$ cat src/rtl/emissor.sv
// emissor: pulse-width-coded IR frame transmitter.
// A frame is a leader pulse, 32 data pulses (address, ~address, key, ~key,
// each LSB first) and a stop pulse. A data bit's value is carried by the
// width of its high pulse. Every pulse is followed by a GAP_LOW low time.
module emissor #(
    parameter int          ZERO_HIGH = 23000,
    parameter int          ONE_HIGH  = 79000,
    parameter int          LEAD_HIGH = 158000,
    parameter int          STOP_HIGH = 23000,
    parameter int          GAP_LOW   = 23000,
    parameter logic [7:0]  ADDRESS   = 8'h00,
    parameter int          CW        = 18
) (
    input  logic       clk,
    input  logic       rst_n,
    input  logic       start,
    input  logic [7:0] keyCode,
    output logic       sinal,
    output logic       busy,
    output logic       done
);

    typedef enum logic [1:0] {IDLE, HIGH, LOW} state_t;

    localparam logic [5:0]    LAST_IDX = 6'd33;
    localparam logic [CW-1:0] GAP_LAST = CW'(GAP_LOW - 1);

    state_t        state;
    logic [5:0]    idx;
    logic [CW-1:0] counter;
    logic [7:0]    key;
    logic [CW-1:0] high_last;

    // Bit carried by data pulse i (1..32): byte (i-1)/8, bit (i-1)%8.
    function automatic logic pulse_bit(input logic [5:0] i, input logic [7:0] k);
        logic [5:0] t;
        logic [7:0] addr;
        t    = i - 6'd1;
        addr = ADDRESS;
        case (t[4:3])
            2'd0:    return addr[t[2:0]];
            2'd1:    return ~addr[t[2:0]];
            2'd2:    return k[t[2:0]];
            default: return ~k[t[2:0]];
        endcase
    endfunction

    // High-phase width of pulse i: leader, stop, or a data bit.
    function automatic logic [CW-1:0] pulse_width(input logic [5:0] i, input logic [7:0] k);
        if (i == 6'd0)
            return CW'(LEAD_HIGH);
        else if (i == LAST_IDX)
            return CW'(STOP_HIGH);
        else if (pulse_bit(i, k))
            return CW'(ONE_HIGH);
        else
            return CW'(ZERO_HIGH);
    endfunction

    // Last counter value of the current high phase.
    assign high_last = pulse_width(idx, key) - CW'(1);

    // Frame sequencer: outputs are registered alongside the state.
    always_ff @(posedge clk or negedge rst_n) begin
        if (!rst_n) begin
            state   <= IDLE;
            idx     <= 6'd0;
            counter <= '0;
            key     <= 8'h00;
            sinal   <= 1'b0;
            busy    <= 1'b0;
            done    <= 1'b0;
        end else begin
            done <= 1'b0;
            case (state)
                IDLE: begin
                    if (start) begin
                        key     <= keyCode;
                        idx     <= 6'd0;
                        counter <= '0;
                        state   <= HIGH;
                        sinal   <= 1'b1;
                        busy    <= 1'b1;
                    end
                end
                HIGH: begin
                    if (counter == high_last) begin
                        counter <= '0;
                        state   <= LOW;
                        sinal   <= 1'b0;
                    end else begin
                        counter <= counter + CW'(1);
                    end
                end
                LOW: begin
                    if (counter == GAP_LAST) begin
                        counter <= '0;
                        if (idx == LAST_IDX) begin
                            idx   <= 6'd0;
                            state <= IDLE;
                            busy  <= 1'b0;
                            done  <= 1'b1;
                        end else begin
                            idx   <= idx + 6'd1;
                            state <= HIGH;
                            sinal <= 1'b1;
                        end
                    end else begin
                        counter <= counter + CW'(1);
                    end
                end
                default: begin
                    state <= IDLE;
                    sinal <= 1'b0;
                    busy  <= 1'b0;
                end
            endcase
        end
    end

endmodule

$ cat config.mk
export PLATFORM = sky130hd
export DESIGN_NAME = emissor
export DESIGN_NICKNAME = d
export VERILOG_FILES = /design/src/rtl/emissor.sv
export SDC_FILE = /design/constraint.sdc
export NUM_CORES = 1
export LEC_CHECK = 0
export BUFFER_PORTS_ARGS = -buffer_cell sky130_fd_sc_hd__buf_2
export CORE_MARGIN = 3
export CORE_UTILIZATION = 48
export DETAILED_ROUTE_END_ITERATION = 12
export MAX_ROUTING_LAYER = met4
export PLACE_DENSITY = 0.76
export SLEW_MARGIN = 25
export SYNTH_ARGS = -nofsm -noshare
export SYNTH_HDL_FRONTEND = slang
export SYNTH_SLANG_ARGS = --single-unit
export TNS_END_PERCENT = 10
$ cat constraint.sdc
create_clock -name clk -period 4.5 [get_ports clk]
set_clock_uncertainty 0.2 [all_clocks]
set_input_delay 0.45 -clock clk [delete_from_list [all_inputs] [get_ports clk]]
set_output_delay 0.45 -clock clk [all_outputs]
set_load 0.005 [all_outputs]
==> results.toml, run 1 <==
[outcome]
status = "complete, no violations"

[floorplanning]
ioPinCount = 14
num_rows = 24
dieArea_um2 = 5730
chipWidth_um = 75.7
initial_core_util_pct = 51.7
core_um2 = 4500
die_h_um = 75.7

[global_route]
grt_use_total_pct = 20.4
grt_pass1_wl_um = 8730
grt_max_degree = 38
grt_use_met3_pct = 3.96
overflow = 0
busiest_layer = "met2"
antenna_found_initial = 0
use_met1_pct = 29.2
grt_pass1_vias = 1875
grt_use_met2_pct = 29.8

[clocking]
cts_tree = "yes"
post_cts_buffers = 0
cts_root_buffer = "clkbuf_8"
clk_pin_slew_worst_paths_ns = 0.07
clk_latency_ns = 0.28
cts_hold_buf = 0
cts_made_buffers = 5
clock-sinks = 37
cts.path.max_buffers = 2
ctsResizeCount = 0
htreeDepth = 2

[power]
switching_share_pct = 32.9
share_comb_of_total_power_pct = 31.6
p_leak_uw = 0.00105
sequentialPowerShare_pct = 44.3
p_switching_uw = 313
clock_power_share_pct = 24.0
power.internal_uw = 637
powerDensity_nw_per_um2 = 382
peakVddDrop_mv = 0.233

[detailed_routing]
num_vias = 1932
drc = 0
wl_per_cell_um = 15.4
ant_nets = 0
drtIter0Drc = 240
drt_wl_total_um = 4870
firstDrtPassIters = 4
viasPerCell = 6.11

[layout]
area_growth_pct = 6.61
fin_nets = 284
fillers = 404
num_antenna_cells = 0
layout-drive-gt1-share_pct = 15.5
final_cell_mix = "37 x dfrtp_1, 29 x nand2_1, 19 x nand3_1"
fin_util_pct = 55.1
final_common_cell = "dfrtp_1"

[synthesis]
ys.flop_type = "dfrtp_1"
async_reset_ff_share_pct = 100
synth.area.top_cells = "dfrtp_1 40%, mux2_2 5.3%, ha_1 4.8%"
synth_seq_area_share_pct = 39.7
synth_area_leader_cell = "dfrtp_1"
ys_ff_latch = 37
synth_warnings = 0
ys_types = 53
synth_top_area_share_pct = 39.7
syn_nets = 274
synth_area_um2 = 2330
synth_edf_count = 0
syn_area_per_cell_um2 = 9.17
syn_inst = 254

[setup_path]
start_kind = "register"
endpoint_kind = "register"
path_buf_inv = 1
critPathKind = "reg2reg"
crit_required_ns = 4.45
slowest_delay_ns = 0.58
path_cells = "inv_1 -> ha_1 -> xnor2_1 -> mux2_4 -> a32oi_1 -> xnor2_1 -> o32a_1 -> a311oi_4 -> nor2_2 -> nand2_2 -> o311ai_1"
crit_family = "compound AO/OA/AOI/OAI gates"
crit_path_max_fanout = 13
crit_top_cell = "xnor2_1"
cp.arrival_ns = 3.74
critPathSlowestCell = "dfrtp_1"

[timing]
tightest_slew_ns = 0.814
hold_violations = 0
fmax_mhz = 264
relSlewSlack_pct = 45.7
fin_setup_tns_ns = 0
slew_violations = 0
finalCritPeriodShare_pct = 84.2
hold_ws_ns = 0.0574
rsz0062_at_grt = "no"
setup_viol = 0
timing.final.crit_period_ns = 3.79

[place]
portBuffers = 13
routabilityCongestion = 0.835
dp.final_hpwl_um = 3490

[hold_path]
min-delay-path-class = "in2async"

[run]
drv_cap = 0
==> cell usage after synthesis (2+ instances only) <==
| cell | number |
|---|---|
| nor2b_1 | 3 |
| or3_1 | 8 |
| xnor2_1 | 2 |
| and3_1 | 9 |
| a21oi_1 | 7 |
| inv_1 | 9 |
| or2_2 | 4 |
| nand2_1 | 29 |
| o21ai_1 | 4 |
| buf_2 | 2 |
| o22ai_1 | 4 |
| mux2i_1 | 2 |
| buf_6 | 3 |
| nor2_1 | 10 |
| nand3_1 | 19 |
| dfrtp_1 | 37 |
| o31ai_1 | 7 |
| clkbuf_1 | 4 |
| nor3_1 | 9 |
| mux2_2 | 11 |
| a31oi_1 | 6 |
| o21ai_0 | 14 |
| nand2b_1 | 4 |
| nor4b_1 | 2 |
| nand4b_1 | 3 |
| o211ai_1 | 2 |
| ha_1 | 9 |
| o311ai_1 | 6 |
==> layout make-up <==
cell class | instances | area, um^2 | share of cell area [%]
well taps | 52 | 65.1 | 2.62
repair buffers | 14 | 72.6 | 2.92
clock buffers | 7 | 86.3 | 3.48
flip-flops and latches | 37 | 926 | 37.3
multi-input cells | 197 | 1300 | 52.3
inverters | 9 | 33.8 | 1.36
==> flip-flops by register name, summed over array words and instances (netlist names) <==
| name | count |
|---|---|
| state | 2 |
| done | 1 |
| idx | 6 |
| counter | 18 |
| key | 8 |
| sinal | 1 |
| busy | 1 |
==> layer usage <==
layer	wire length [um]	up-vias	share of wire (%)
met5	0	-	0
met4	42	0	0.86
met2	2210	61	45
met3	242	5	5.0
li1	-	961	-
met1	2370	905	49
==> power groups by stage <==
stage                     clock network [uW]  logic (uW)  registers, uW
after floorplan                            0         241            418
after global placement                     0         291            423
after detailed placement                   0         298            428
after CTS                                236         301            422
after global routing                     253         338            426
final                                    228         300            421
==> metrics by stage <==
stage | area [um^2] | worst slack, ns | cells | total power, uW
after global routing | 2480 | 0.434 | 316 | 1020
after floorplan | 2330 | 1.29 | 254 | 658
after CTS | 2480 | 0.733 | 316 | 959
after detailed placement | 2400 | 0.752 | 309 | 727
final | 2480 | 0.712 | 316 | 950
after global placement | 2400 | 0.916 | 309 | 714
==> final timing paths <==
| kind | start | end | slack [ns] | cells after the start |
|---|---|---|---|---|
| hold reg to reg | key[7] | key[7] | 0.31 | 1 |
| max in group asynchronous | rst_n | done | 3.52 | 1 |
| hold / removal | rst_n | key[2] | 0.06 | 1 |
| setup reg to reg | idx[0] | counter[13] | 0.71 | 11 |
| min in group clk | keyCode[2] | key[2] | 0.20 | 2 |
| setup / recovery | idx[0] | counter[13] | 0.71 | 11 |
==> worst register-to-register path: cells and delay by family (launching register included) <==
family          cells  cell delay [ns]
compound gates      4             1.26
simple gates        2             0.53
buf+inv             1             0.14
flops               1             0.58
fa+ha+maj           1             0.29
xor+xnor            2             0.33
mux                 1             0.34
==> cells by family after synthesis <==
logic type	share of synthesized area, %
simple gates	24.5
compound gates	18.5
flops	39.7
buf+inv	4.46
mux	6.82
fa+ha+maj	4.83
xor+xnor	1.13
Note: power is estimated with default switching activity, not from simulation.
==> run 2, diff against run 1 <==
- ABC_AREA: not set -> 1
- clock period: 4.5 -> 3.5 ns (I/O delays scaled with it)
==> run 2 against run 1 <==
Net effect:
- combinational power increased to 3.6 times the previous value
- sequential power is 40% higher
- fmax increased by 42%
- critical endpoint is now counter[5]
==> results.toml, run 2 <==
[setup_path]
r2r_slack_ns = 0.84
crit_family = "simple AND/OR/NAND/NOR gates"
endpoint_kind = "register"
critPathSlowestCell = "dfrtp_1"
r2r-start = "idx[0]"
cp-startpoint = "idx[0]"
path_depth = 18
crit_path_max_fanout = 16
r2r-end = "counter[5]"
reg2regPathDepth = 18
cp.arrival_ns = 2.64
start_kind = "register"
crit_top_cell = "nand2_1"
critPathKind = "reg2reg"
cp-endpoint = "counter[5]"
path_buf_inv = 2
path_cells = "inv_2 -> ha_1 -> inv_1 -> nand3_1 -> nand2_1 -> nand2_1 -> nand2_1 -> nand2_1 -> nand3_2 -> nand3_2 -> nand2_1 -> nand2_1 -> nor2_1 -> nand2_1 -> nand2_2 -> nand2_4 -> nand2_1 -> o21ai_0"
slowest_delay_ns = 0.46
crit_required_ns = 3.47

[detailed_routing]
firstDrtPassIters = 4
num_vias = 2213
drtIter0Drc = 161
viasPerCell = 5.23
drt_wl_total_um = 5580
drc = 0
wl_per_cell_um = 13.2
ant_nets = 0

[global_route]
overflow = 0
grt_max_degree = 38
grt_pass1_vias = 2089
grt_pass1_wl_um = 9470
antenna_found_initial = 0
grt_use_total_pct = 19.9

[floorplanning]
chipWidth_um = 79.0
die_h_um = 79.0
ioPinCount = 14
core_um2 = 4940
num_rows = 25
initial_core_util_pct = 51.7
dieArea_um2 = 6230

[synthesis]
syn_nets = 361
ys_top_cells_by_count = "91 x nand2_1, 43 x inv_1, 37 x dfrtp_1, 26 x nor2_1, 21 x nand3_1"
synth_edf_count = 0
yosysMostFrequentCell = "nand2_1"
synth.area.top_cells = "dfrtp_1 36%, nand2_1 13%, inv_1 6.3%"
async_reset_ff_share_pct = 100
synth_warnings = 0
ys_ff_latch = 37
synth_area_leader_cell = "dfrtp_1"
ys_types = 33
syn_area_per_cell_um2 = 7.49
syn_inst = 341
synth_area_um2 = 2550
synth_top_area_share_pct = 36.2
ys.flop_type = "dfrtp_1"
synth_seq_area_share_pct = 36.2

[clocking]
post_cts_buffers = 0
htreeDepth = 2
cts.path.max_buffers = 2
clk_latency_ns = 0.29
clock-sinks = 37
cts_tree = "yes"
cts_root_buffer = "clkbuf_8"
clk_pin_slew_worst_paths_ns = 0.07
cts_made_buffers = 5

[hold_path]
min-delay-path-class = "in2reg"

[power]
powerDensity_nw_per_um2 = 711
peakVddDrop_mv = 0.415
p_leak_uw = 0.00136

[place]
routabilityCongestion = 0.989
dp.final_hpwl_um = 4200
portBuffers = 13
dp_slack_ns = 0.855

[timing]
fmax_mhz = 375
setup_viol = 0
rsz0062_at_grt = "no"
hold_violations = 0
finalCritPeriodShare_pct = 76.1
tightest_slew_ns = 0.848
hold_ws_ns = 0.0914
fin_setup_tns_ns = 0
slew_violations = 0
relSlewSlack_pct = 43.5
timing.final.crit_period_ns = 2.66
worst_slack_ns = 0.836

[outcome]
status = "complete, no violations"

[layout]
fin_util_pct = 55.7
area_growth_pct = 7.74
largestRegisters = "counter: 18 flops, key: 8 flops, idx: 6 flops"
num_antenna_cells = 0
layout-drive-gt1-share_pct = 19.1
final_cell_mix = "91 x nand2_1, 43 x inv_1, 37 x dfrtp_1"
fin_nets = 377
largest_register_ffs = 18
regMostFlops = "counter"
final_common_cell = "nand2_1"

[run]
drv_cap = 0
## run 2: cell count changes in the layout (fill, tap and decap cells not counted), moves of 7 or more
cell,previous run,this run
o31ai_1,7,0
nand4_1,1,10
nand2_1,29,91
or3_1,8,0
inv_1,9,43
nor2_1,10,26
and3_1,9,0
nand3_2,0,14
nand2_2,1,17
## run 2: cell families after synthesis
| logic type | synth area share [%] |
|---|---|
| muxes | 3.53 |
| buffers and inverters | 8.57 |
| and+or+nand+nor | 37.6 |
| DFF | 36.2 |
| adders and majority gates | 4.41 |
| AOI/OAI and AO/OA | 7.25 |
| xor gates and xnor gates | 2.40 |
## run 2: area by class of cell
| type | count | area (um^2) |
|---|---|---|
| fillers | 501 | 2190 |
| clock inverters | 1 | 5.00 |
| clock buffers | 5 | 68.8 |
| repair buffers | 16 | 90.1 |
| inverters | 45 | 169 |
| flip-flops and latches | 37 | 926 |
| well taps | 67 | 83.8 |
| multi-input cells | 252 | 1410 |
## run 2: what timing repair did
item / 4_1_cts / 5_1_grt
hold buffers: 1 / 0
endpoints found under the hold margin: 20 / 0
resized for setup: 0 / 0
## run 2: worst register-to-register path, delay by kind of cell (launching register included)
kind,cells,cell delay (ns)
DFF,1,0.46
and+or+nand+nor,14,1.16
buffers and inverters,2,0.26
adders and majority gates,1,0.40
AOI/OAI and AO/OA,1,0.07
## run 2: through the flow
step	area [um^2]	power, uW	instances
CTS	2750	1960	423
floorplan	2550	1460	341
detailed placement	2670	1670	416
finish	2750	1960	423
global placement	2670	1650	416
global route	2750	2130	423
## run 2: how the worst min path moves through the flow
stage | slack, ns | end | from | cells past startpoint
final | 0.09 | key[1] | keyCode[1] | 2
after global routing | 0.09 | key[3] | keyCode[3] | 2
after CTS | 0.09 | key[5] | keyCode[5] | 2
after detailed placement | 0.26 | sinal | sinal | 2
after global placement | 0.26 | sinal | sinal | 2
after floorplan | -0.15 | busy | rst_n | 0
## run 2: report_power, final
group          switching (uW)  total, uW  internal, uW  leakage (uW)
clock                     147        278           131     0.0000399
combinational             723       1090           366      0.000826
sequential               69.8        590           520      0.000490
## run 2: routing by layer
layer	track usage, %	wire, um	up-vias
met1	24.1	2570	1033
met3	4.31	238	8
met5	-	0	-
li1	-	-	1124
met2	32.5	2700	48
met4	7.90	82	0
==> run 3, diff against run 2 <==
- PLACE_DENSITY: 0.76 -> 0.79
- clock period: 3.5 -> 2.23 ns (I/O delays scaled with it)
==> run 3 against run 2 <==
Net effect:
- die area unchanged
- clock power up 68%
- global-route usage up 1.7 points
- non-clock buffer count up 33
- register-to-register slack worse by 0.96 ns
- highest routed layer unchanged
- sequential share of layout area down 4.1 points
- the run now ends with setup timing left
==> results.toml, run 3 (same netlist as run 2, synthesis figures left out) <==
[outcome]
status = "finished, violations left"
failed_checks = "setup timing"

[global_route]
antenna_found_initial = 0
grt_use_met2_pct = 39.2
grt_max_degree = 38
overflow = 0
busiest_layer = "met2"
grt_use_met3_pct = 3.06
grt_use_total_pct = 21.6
use_met1_pct = 23.6
grt_pass1_wl_um = 10400
grt_pass1_vias = 2464

[hold_path]
whs_endpoint = "sinal"
min-delay-path-class = "reg2reg"
hp-start = "sinal"
holdPathStages = 2

[power]
sequentialPowerShare_pct = 26.1
peakVddDrop_mv = 0.803
powerDensity_nw_per_um2 = 1120
share_comb_of_total_power_pct = 60.7
clock_power_share_pct = 13.3
p_leak_uw = 0.00153
switching_share_pct = 47.1
p_switching_uw = 1650
power.internal_uw = 1860

[clocking]
clk_pin_slew_worst_paths_ns = 0.08
post_cts_buffers = 0
cts_made_buffers = 5
clk_latency_ns = 0.29
cts_root_buffer = "clkbuf_8"
cts_tree = "yes"
htreeDepth = 2
clock-sinks = 37
cts.path.max_buffers = 2

[setup_path]
critPathKind = "reg2reg"
crit_path_max_fanout = 4
endpoint_kind = "register"
cp.arrival_ns = 2.34
r2r-end = "sinal"
start_kind = "register"
r2r_slack_ns = -0.13
reg2regPathDepth = 19
r2r-start = "idx[0]"
crit_required_ns = 2.21

[layout]
fin_nets = 411
fillers = 427
instances_no_fill = 459
final_cell_mix = "88 x nand2_1, 40 x inv_1, 36 x dfrtp_1"
area_growth_pct = 22.7
layout-drive-gt1-share_pct = 29.1
largestRegisters = "counter: 18 flops, key: 8 flops, idx: 6 flops"
num_antenna_cells = 0
regMostFlops = "counter"
final_common_cell = "nand2_1"
largest_register_ffs = 18

[floorplanning]
initial_core_util_pct = 51.7
die_h_um = 79.0
ioPinCount = 14
chipWidth_um = 79.0
core_um2 = 4940
num_rows = 25
dieArea_um2 = 6230

[timing]
setup_viol = 19
fmax_mhz = 424
worst_slack_ns = -0.127
hold_violations = 0
tightest_slew_ns = 0.823
rsz0062_at_grt = "yes"
hold_ws_ns = 0.276
slew_violations = 0
finalCritPeriodShare_pct = 106
relSlewSlack_pct = 45.2
timing.final.crit_period_ns = 2.36

[place]
portBuffers = 13
routabilityCongestion = 0.896
dp.final_hpwl_um = 4600
dp_cells = 441

[detailed_routing]
drc = 0
viasPerCell = 5.28
wl_per_cell_um = 13.4
ant_nets = 0
num_vias = 2424
firstDrtPassIters = 4
drt_wl_total_um = 6160
drtIter0Drc = 128

[run]
drv_cap = 0
==> run 3: cell count changes in the layout (fill, tap and decap cells not counted), sizes merged <==
cell         before  now
buf              15   40
clkinv            1    2
clkinvlp          0    1
dlygate4sd3       1    9
nand2           109  110
==> run 3: what timing repair did <==
action                                  4_1_cts  5_1_grt
pin swaps                                     0       14
hold endpoints to repair                     45        0
cloned                                        0        1
hold buffers                                  9        0
gates resized for setup                       3       17
endpoints found under the setup margin       19       21
==> run 3: layer usage <==
metal / up-vias / wire [um] / part of all wire [%]
met3: 24 / 245 / 4.0
met1: 1131 / 2530 / 41
met4: 0 / 210 / 3.4
met2: 64 / 3170 / 51
li1: 1205 / - / -
met5: - / 0 / 0
==> run 3: worst max-delay path, cell delays in order (launching register included) <==
cell	delay [ns]
dfrtp_1	0.40
inv_2	0.13
ha_4	0.24
inv_4	0.06
nand3_2	0.07
nand2_1	0.07
nand2_1	0.05
nand2_1	0.06
nand2_1	0.06
nand3_2	0.09
nand3_2	0.10
nand2_1	0.07
nand2_1	0.05
nor2_1	0.09
nand2_1	0.10
nand2_4	0.14
buf_6	0.12
nand3_2	0.05
nand2_1	0.06
nand2_1	0.04
==> run 3: how the worst max path moves through the flow <==
stage            from          to  slack, ns  cells past startpoint
6_report       idx[0]       sinal      -0.13                     19
5_1_grt        idx[0]       sinal      -0.27                     19
4_1_cts        idx[0]  counter[5]      -0.09                     18
3_5_place_dp   idx[1]  counter[5]      -0.12                     19
3_3_place_gp   idx[1]  counter[8]      -0.04                     19
2_1_floorplan  idx[0]  counter[1]      -0.10                     21
==> run 3: stage by stage <==
stage / total power, uW / instance area, um^2 / setup slack, ns / TNS, ns / util, %
2_1_floorplan: 2330 / 2570 / -0.101 / -0.994 / -
3_3_place_gp: 2800 / 2880 / -0.0410 / -0.306 / 58.2
3_5_place_dp: 2880 / 2880 / -0.123 / -1.37 / 58.2
4_1_cts: 3410 / 3070 / -0.0947 / -1.08 / 62.2
5_1_grt: 3800 / 3130 / -0.271 / -4.83 / 63.4
6_report: 3520 / 3130 / -0.127 / -1.95 / 63.4
==> run 3: cell type report <==
cell class | count | area, um^2 | share of cell area, %
Sequential cell | 37 | 927 | 29.6
Clock buffer | 5 | 68.8 | 2.20
Clock inverter | 3 | 17.5 | 0.559
Tap cell | 67 | 83.8 | 2.67
Timing Repair Buffer | 49 | 362 | 11.5
Multi-Input combinational cell | 253 | 1500 | 48.0
Inverter | 45 | 171 | 5.47
==> run 3: power groups by stage <==
stage	sequential, uW	combinational, uW	clock [uW]
after detailed placement	924	1960	0
after CTS	913	2020	479
after global placement	916	1880	0
after floorplan	911	1420	0
final	917	2130	466
after global routing	935	2350	511
